`src/rtl/spi_flash_reader.sv`:
```
// Reads a block of 32-bit words from a SPI flash through a memory-mapped SPI
// controller: configure + select, send READ/address, then one dummy transfer per word.
module spi_flash_reader #(
  parameter logic [1:0]  SS_INDEX  = 2'd0,
  parameter logic [7:0]  READ_CMD  = 8'h03,
  parameter int unsigned XFER_WAIT = 34
) (
  input  logic        clk,
  input  logic        reset,
  input  logic        start,
  input  logic [23:0] flash_addr,
  input  logic [15:0] word_count,
  output logic        busy,
  output logic        done,
  output logic [31:0] out_data,
  output logic        out_valid,
  input  logic        out_ready,
  output logic        spi_select,
  output logic        spi_rd,
  output logic [3:0]  spi_we,
  output logic [1:0]  spi_addr,
  output logic [31:0] spi_wdata,
  input  logic [31:0] spi_rdata,
  input  logic        spi_wbusy,
  input  logic        spi_rbusy
);

  typedef enum logic [3:0] {
    S_IDLE,
    S_CFG,
    S_CMD,
    S_CMD_WAIT,
    S_DUMMY,
    S_XWAIT,
    S_RDATA,
    S_OUTPUT,
    S_RELEASE,
    S_DONE
  } state_e;

  typedef struct packed {
    logic        select;
    logic        rd;
    logic [3:0]  we;
    logic [1:0]  addr;
    logic [31:0] wdata;
  } bus_t;

  localparam logic [1:0] REG_DATA = 2'd0;
  localparam logic [1:0] REG_IMM  = 2'd1;
  localparam logic [1:0] REG_CTRL = 2'd2;

  // Word mode, big-endian, slave select asserted on the chosen SS line.
  localparam logic [31:0] CFG_WORD = 32'h0101_0003 | {22'd0, SS_INDEX, 8'd0};

  localparam int WAIT_W = (XFER_WAIT > 1) ? $clog2(XFER_WAIT) : 1;
  localparam logic [WAIT_W-1:0] WAIT_LOAD = WAIT_W'(XFER_WAIT - 1);

  localparam bus_t BUS_IDLE = '0;

  function automatic bus_t bus_write(input logic [1:0] reg_sel, input logic [3:0] be,
                                     input logic [31:0] data);
    bus_t b;
    b        = BUS_IDLE;
    b.select = 1'b1;
    b.we     = be;
    b.addr   = reg_sel;
    b.wdata  = data;
    return b;
  endfunction

  function automatic bus_t bus_read(input logic [1:0] reg_sel);
    bus_t b;
    b        = BUS_IDLE;
    b.select = 1'b1;
    b.rd     = 1'b1;
    b.addr   = reg_sel;
    return b;
  endfunction

  state_e            state_q;
  bus_t              bus_q;
  logic              busy_q;
  logic              done_q;
  logic              out_valid_q;
  logic [31:0]       out_data_q;
  logic [23:0]       addr_q;
  logic [15:0]       remaining_q;
  logic [WAIT_W-1:0] wait_q;

  // NOTE: every bus strobe is a register loaded on the edge that enters its
  // state, so the controller sees glitch-free strobes held for the whole stall.
  always_ff @(posedge clk) begin
    if (reset) begin
      state_q     <= S_IDLE;
      bus_q       <= BUS_IDLE;
      busy_q      <= 1'b0;
      done_q      <= 1'b0;
      out_valid_q <= 1'b0;
      out_data_q  <= '0;
      addr_q      <= '0;
      remaining_q <= '0;
      wait_q      <= '0;
    end else begin
      unique case (state_q)
        S_IDLE: begin
          if (start) begin
            busy_q <= 1'b1;
            if (word_count == 16'd0) begin
              state_q <= S_DONE;
              done_q  <= 1'b1;
            end else begin
              addr_q      <= flash_addr;
              remaining_q <= word_count;
              state_q     <= S_CFG;
              bus_q       <= bus_write(REG_CTRL, 4'b1111, CFG_WORD);
            end
          end
        end

        S_CFG: begin
          if (!spi_wbusy) begin
            state_q <= S_CMD;
            bus_q   <= bus_write(REG_DATA, 4'b1111, {READ_CMD, addr_q});
          end
        end

        S_CMD: begin
          if (!spi_wbusy) begin
            state_q <= S_CMD_WAIT;
            bus_q   <= BUS_IDLE;
            wait_q  <= WAIT_LOAD;
          end
        end

        S_CMD_WAIT: begin
          if (wait_q == '0) begin
            state_q <= S_DUMMY;
            bus_q   <= bus_write(REG_DATA, 4'b1111, 32'hFFFF_FFFF);
          end else begin
            wait_q <= wait_q - WAIT_W'(1);
          end
        end

        S_DUMMY: begin
          if (!spi_wbusy) begin
            state_q <= S_XWAIT;
            bus_q   <= BUS_IDLE;
            wait_q  <= WAIT_LOAD;
          end
        end

        S_XWAIT: begin
          if (wait_q == '0) begin
            state_q <= S_RDATA;
            bus_q   <= bus_read(REG_IMM);
          end else begin
            wait_q <= wait_q - WAIT_W'(1);
          end
        end

        S_RDATA: begin
          if (!spi_rbusy) begin
            out_data_q  <= spi_rdata;
            out_valid_q <= 1'b1;
            state_q     <= S_OUTPUT;
            bus_q       <= BUS_IDLE;
          end
        end

        // The next dummy transfer is only launched once the held word is taken.
        S_OUTPUT: begin
          if (out_ready) begin
            out_valid_q <= 1'b0;
            remaining_q <= remaining_q - 16'd1;
            if (remaining_q == 16'd1) begin
              state_q <= S_RELEASE;
              bus_q   <= bus_write(REG_CTRL, 4'b1000, 32'h0000_0000);
            end else begin
              state_q <= S_DUMMY;
              bus_q   <= bus_write(REG_DATA, 4'b1111, 32'hFFFF_FFFF);
            end
          end
        end

        S_RELEASE: begin
          if (!spi_wbusy) begin
            state_q <= S_DONE;
            bus_q   <= BUS_IDLE;
            done_q  <= 1'b1;
          end
        end

        S_DONE: begin
          done_q  <= 1'b0;
          busy_q  <= 1'b0;
          state_q <= S_IDLE;
        end

        default: begin
          state_q <= S_IDLE;
          bus_q   <= BUS_IDLE;
        end
      endcase
    end
  end

  assign busy       = busy_q;
  assign done       = done_q;
  assign out_data   = out_data_q;
  assign out_valid  = out_valid_q;
  assign spi_select = bus_q.select;
  assign spi_rd     = bus_q.rd;
  assign spi_we     = bus_q.we;
  assign spi_addr   = bus_q.addr;
  assign spi_wdata  = bus_q.wdata;

endmodule

```
`config.mk`:
```
export PLATFORM = sky130hd
export DESIGN_NAME = spi_flash_reader
export DESIGN_NICKNAME = d
export VERILOG_FILES = /design/src/rtl/spi_flash_reader.sv
export SDC_FILE = /design/constraint.sdc
export NUM_CORES = 1
export LEC_CHECK = 0
export CAP_MARGIN = 20
export CORE_ASPECT_RATIO = 1.75
export CORE_MARGIN = 8
export CORE_UTILIZATION = 51
export DETAILED_ROUTE_END_ITERATION = 7
export PLACE_DENSITY_LB_ADDON = 0.25
export SLEW_MARGIN = 20
export SYNTH_ARGS = -nofsm -noshare
export SYNTH_HDL_FRONTEND = slang
export SYNTH_SLANG_ARGS = --single-unit
```
`constraint.sdc`:
```
create_clock -name clk -period 2.95 [get_ports clk]
set_input_delay 0.4425 -clock clk [delete_from_list [all_inputs] [get_ports clk]]
set_output_delay 0.4425 -clock clk [all_outputs]
set_load 0.01 [all_outputs]
```
[Word level (Yosys, flattened, before mapping)]
Cells that the tools add are included.
Storage, ports and cells
  flip-flop bits (word level): 125
  latch bits: 0
  memory bits (writable): 0
  bits in read-only memories: 0
  output and inout bits: 75
  word-level logic and storage cells: 100
  memories kept: 0
Cells by class
  add/subtract/negate cells: 2
  multiply operators: 0
  div/mod/pow operators: 0
  magnitude comparators: 0
  eq/ne operators: 24
  shift operators: 0
  muxes and demuxes: 38
  bitwise operators: 3
  reductions and logical operators: 20
Operator list (number)
  $mux W40: 8
  $pmux W40 S8: 1
  $mux W16: 3
  $mux W4: 11
  $mux W37: 1
  $pmux W4 S9: 1
  $pmux W16 S2: 1
  $ne A2 B2 Y1 const B: 14
  $reduce_and A9 Y1: 2
  $eq A16 B1 Y1 const B: 1
  $eq A4 B3 Y1 const B: 4
  $logic_not A16 Y1: 1
  $sub A16 B1 Y16 const B: 1
  $mux W6: 2
  $pmux W6 S2: 1
  $reduce_and A3 Y1: 3
  $eq A4 B2 Y1 const B: 2
  $eq A4 B4 Y1 const B: 2
  $reduce_and A4 Y1: 2
  $reduce_bool A2 Y1: 4
  $logic_not A6 Y1: 1
  $mux W1: 6
  $sub A6 B1 Y6 const B: 1
  $eq A4 B1 Y1 const B: 1
  8 further kinds: 13

[Logic depth before layout (Yosys ltp)]
  word-level depth: 4
  mapped depth: 9
  gate-level depth less buffers: 7

[Worst setup path before layout]
No wires, ideal clock.
  path type: register to register
  start: register remaining_q[0]
  end: register bus_q (netlist bit spi_wdata[30])
  setup time: 117 ps
  data arrival time: 1908 ps
  required time: 2833 ps
  setup slack: 925 ps
  stages on the path, launching flop included: 7
  buffers on the path: 1
  clock period less this slack: 2025 ps
  path through: dfxtp_1 > ha_1 > or4b_2 > nor4_4 > a211oi_1 > clkbuf_1 > a22o_1
On the way
  longest elaborated chain between the ends: 4
RTL lines
  from (decl): RTL line 88  | logic [15:0] remaining_q;
  from (signal assigned): RTL line 114  | remaining_q <= word_count;
  from (signal assigned): RTL line 175  | remaining_q <= remaining_q - 16'd1;
  $eq A16 B1 Y1: RTL line 176  | if (remaining_q == 16'd1) begin
  $mux W37: RTL line 176
  $mux W40: RTL line 173  | if (out_ready) begin
  $pmux W40 S8: RTL line 105  | unique case (state_q)
  to (signal assigned): RTL line 116  | bus_q <= bus_write(REG_CTRL, 4'b1111, CFG_WORD);
  to (signal assigned): RTL line 178  | bus_q <= bus_write(REG_CTRL, 4'b1000, 32'h0000_0000);
  to (signal assigned): RTL line 181  | bus_q <= bus_write(REG_DATA, 4'b1111, 32'hFFFF_FFFF);
  to (decl): RTL line 82  | bus_t bus_q;
No other way between the ends. The select of a mux whose other input is x is not followed.
A chain may end at the register's enable or synchronous reset.

[Worst setup path after layout]
  start: register wait_q[2]
  end: register bus_q (netlist bit spi_wdata[2])
On the way
  longest elaborated chain between the ends: 3
RTL lines
  from (decl): RTL line 89  | logic [WAIT_W-1:0] wait_q;
  from (signal assigned): RTL line 141  | wait_q <= wait_q - WAIT_W'(1);
  from (signal assigned): RTL line 158  | wait_q <= wait_q - WAIT_W'(1);
  $logic_not A6 Y1 *: RTL line 137, 154
  $ne A2 B2 Y1 (no line)
  $reduce_and A9 Y1 (no line) *
  to (signal assigned): RTL line 139  | bus_q <= bus_write(REG_DATA, 4'b1111, 32'hFFFF_FFFF);
  to (signal assigned): RTL line 156  | bus_q <= bus_read(REG_IMM);
  to (signal assigned): RTL line 178
Mark *: on every way between the ends. The rest lies on a longest branch, timed or not.

==> impl_metrics.toml <==
[outcome]
outcome = "finished, final reports clean"

[logic_synthesis]
synth_top_cell_area_share = 0.446
synth_edf_count = 0
yosysUniqueCellTypes = 64
yosys.area.top_type = "dfxtp_1"
synth_flop_cell = "dfxtp_1"
async_flop_share = 0
syn-num-nets = 722
ys_ff_latch = 116
synth_area_leaders = "dfxtp_1, a21oi_1, nand2_1"
ys_seq_area_frac = 0.446
syn_area_per_cell_um2 = 8.13
syn_inst = 640
yosysWarningCount = 0
syn_area_um2 = 5200

[clock_tree]
ctsHoldBuffers = 0
worstSkewPairLatency_ns = 0.41
path_clk_slew_ns = 0.06
numCtsBuffers = 17
cts-root-buf = "clkbuf_16"
cts_tree = "done"
ctsHtreeMaxLevel = 4
cts.path.max_buffers = 2
post_cts_buffers = 0
clock_sinks = 116
cts-resized-gates = 0

[sta]
min_period_ns = 2.64
finalCritPeriodShare = 0.893
hold_viol_final = 0
rsz0062_at_grt = "no"
max_freq_ghz = 0.379
slew_headroom = 0.304
fin_tns_setup_ns = 0
drv_slew = 0
worst_slew_pin_slew_ns = 1.04
setup_viol = 0
skew_ns = 0.0168

[detailed_routing]
vias = 5096
drt-vias-per-instance = 5.62
wl_per_cell_um = 17.2
firstDrtPassIters = 5
drt-total-wl_um = 15600
ant_nets = 0
drt-initial-drc-count = 241
drc_errors = 0

[global_routing]
gr-total-overflow = 0
grt_pass1_wl_um = 25200
grtUsageTotal = 0.225
grt_pass1_vias = 5264
antenna_found_initial = 0
grt_max_degree = 37

[placement]
routabilityCongestion = 0.863
dpl.hpwl_um = 11000
portBuffers = 152

[setup_path]
r2r_end = "spi_wdata[2]$_SDFFE_PP0P_"
worstSetupStartpointType = "register"
worstPathCellList = "nor4_1 > a211oi_1 > a2111oi_4 > nand3b_2 > o2bb2ai_1"
r2r_start = "wait_q[2]$_SDFFE_PP0P_"
startpoint = "wait_q[2]$_SDFFE_PP0P_"
worstPathMaxFanout = 23
worstSetupPathType = "register to register"
crit_arrival_ns = 2.94
cpPeakStageDelay_ns = 0.55
required_ns = 3.25
r2r_cells = 5
r2r_slack_ns = 0.31
crit_slowest_cell = "nor4_1"
critPathCaptureType = "register"

[cells_and_area]
fin_nets = 849
num_antenna_cells = 0
drive_gt1_frac = 0.0923
areaGrowthSynthToFinish_pct = 41.0

[floorplan]
initial_core_util = 0.514
dieArea_um2 = 13800
rows = 49
core_um2 = 10100
ios = 153
die_h_um = 150
die_x_um = 92.4

[power_and_ir_drop]
vdd_drop_max_mv = 0.536
power_density_nw_per_um2 = 827
power_leakage_nw = 2.64
finalPower_mw = 6.07

[hold_path]
hp-start = "out_data[29]$_SDFFE_PP0P_"
min_to = "out_data[29]$_SDFFE_PP0P_"
holdPathStages = 2
hold_path.class = "register to register"

[job]
maxCapViolations = 0
-- final cells by class --
class | instances | area, um2
multi-input cells | 449 | 2520
flip-flops and latches | 116 | 2320
well taps | 127 | 159
clock inverters | 14 | 199
inverters | 13 | 48.8
clock buffers | 18 | 439
fillers | 791 | 2780
repair buffers | 170 | 1650
-- registers in the layout, summed over array words and instances, names as in the netlist --
name         flops
busy             1
spi_wdata       26
done             1
out_valid        1
spi_addr         2
wait_q           6
state_q          4
out_data        32
addr_q          24
spi_select       1
remaining_q     16
spi_we           2
-- metal layers --
layer / vias up / GRT usage / wire length (um)
met5: - / 0 / 0
met4: 0 / 0.107 / 473
met3: 38 / 0.0733 / 1020
met2: 186 / 0.426 / 8500
met1: 2393 / 0.211 / 5570
li1: 2479 / - / -
-- worst max-delay path by stage --
stage                                            end  slack, ns  cells after the start
after floorplan           spi_wdata[30]$_SDFFE_PP0P_       0.93                      6
after global placement     spi_wdata[7]$_SDFFE_PP0P_       0.28                      6
after detailed placement  spi_wdata[11]$_SDFFE_PP0P_       0.12                      6
after CTS                  spi_wdata[2]$_SDFFE_PP0P_       0.29                      5
after global routing       spi_wdata[2]$_SDFFE_PP0P_       0.09                      5
final                      spi_wdata[2]$_SDFFE_PP0P_       0.31                      5
-- report_power, final --
part | switching [mW] | internal, mW
Clock | 0.735 | 1.45
Combinational | 1.09 | 0.801
Sequential | 0.202 | 1.79
-- critical path: cells and delay by family (launching register included) --
family	cells	cell delay, ns
and+or+nand+nor	2	1.10
DFF	1	0.35
AOI/OAI and AO/OA	3	1.08
-- cell usage after synthesis, types with 3 or more instances --
cell       count
a211oi_1       8
a21o_1         7
a21oi_1      115
a32o_1         3
buf_1          3
buf_2         12
buf_4         10
buf_6          5
clkbuf_1      32
dfxtp_1      116
ha_1           4
inv_1         13
mux2i_1        3
nand2_1      133
nand2b_1       5
nand3_1       10
nand4_1        3
nand4b_1       3
nor2_1        36
nor3_1        12
nor3b_1        3
nor4_1         9
o21ai_0       15
o2bb2ai_1     22
o32ai_1        3
or2_2          3
or3_1          4
or4_1          4
-- cell families (layout without fill, tap and decap cells) --
group | count (synthesis) | after routing | synth area share
and+or+nand+nor | 243 | 243 | 0.218
buffers and inverters | 75 | 215 | 0.0714
xor gates and xnor gates | 4 | 4 | 0.0103
AOI/OAI and AO/OA | 195 | 195 | 0.239
DFF | 116 | 116 | 0.446
muxes | 3 | 3 | 0.00577
adders and majority gates | 4 | 4 | 0.00962
-- stage by stage --
| stage | util | std cells | cell area (um2) | hold slack, ns | setup WS, ns |
|---|---|---|---|---|---|
| detailed placement | 0.662 | 875 | 6700 | 0.446 | 0.121 |
| floorplan | - | 640 | 5200 | 0.436 | 0.925 |
| CTS | 0.726 | 907 | 7340 | 0.454 | 0.293 |
| global placement | 0.662 | 875 | 6700 | 0.441 | 0.280 |
| finish | 0.726 | 907 | 7340 | 0.453 | 0.315 |
| global route | 0.726 | 907 | 7340 | 0.467 | 0.0918 |
-- cells in the final DEF, fill, tap and decap left out, types with 5 or more instances in the layout --
| master | n |
|---|---|
| a211oi_1 | 7 |
| nand2b_1 | 5 |
| a21o_1 | 7 |
| clkdlybuf4s50_1 | 151 |
| nand3_1 | 10 |
| o2bb2ai_1 | 22 |
| clkbuf_16 | 17 |
| dfxtp_1 | 116 |
| nor4_1 | 9 |
| nor3_1 | 11 |
| nor2_1 | 36 |
| nand2_1 | 133 |
| a21oi_1 | 115 |
| o21ai_0 | 15 |
| inv_1 | 13 |
| buf_4 | 18 |
No activity file was read; power rests on OpenSTA's default activity.
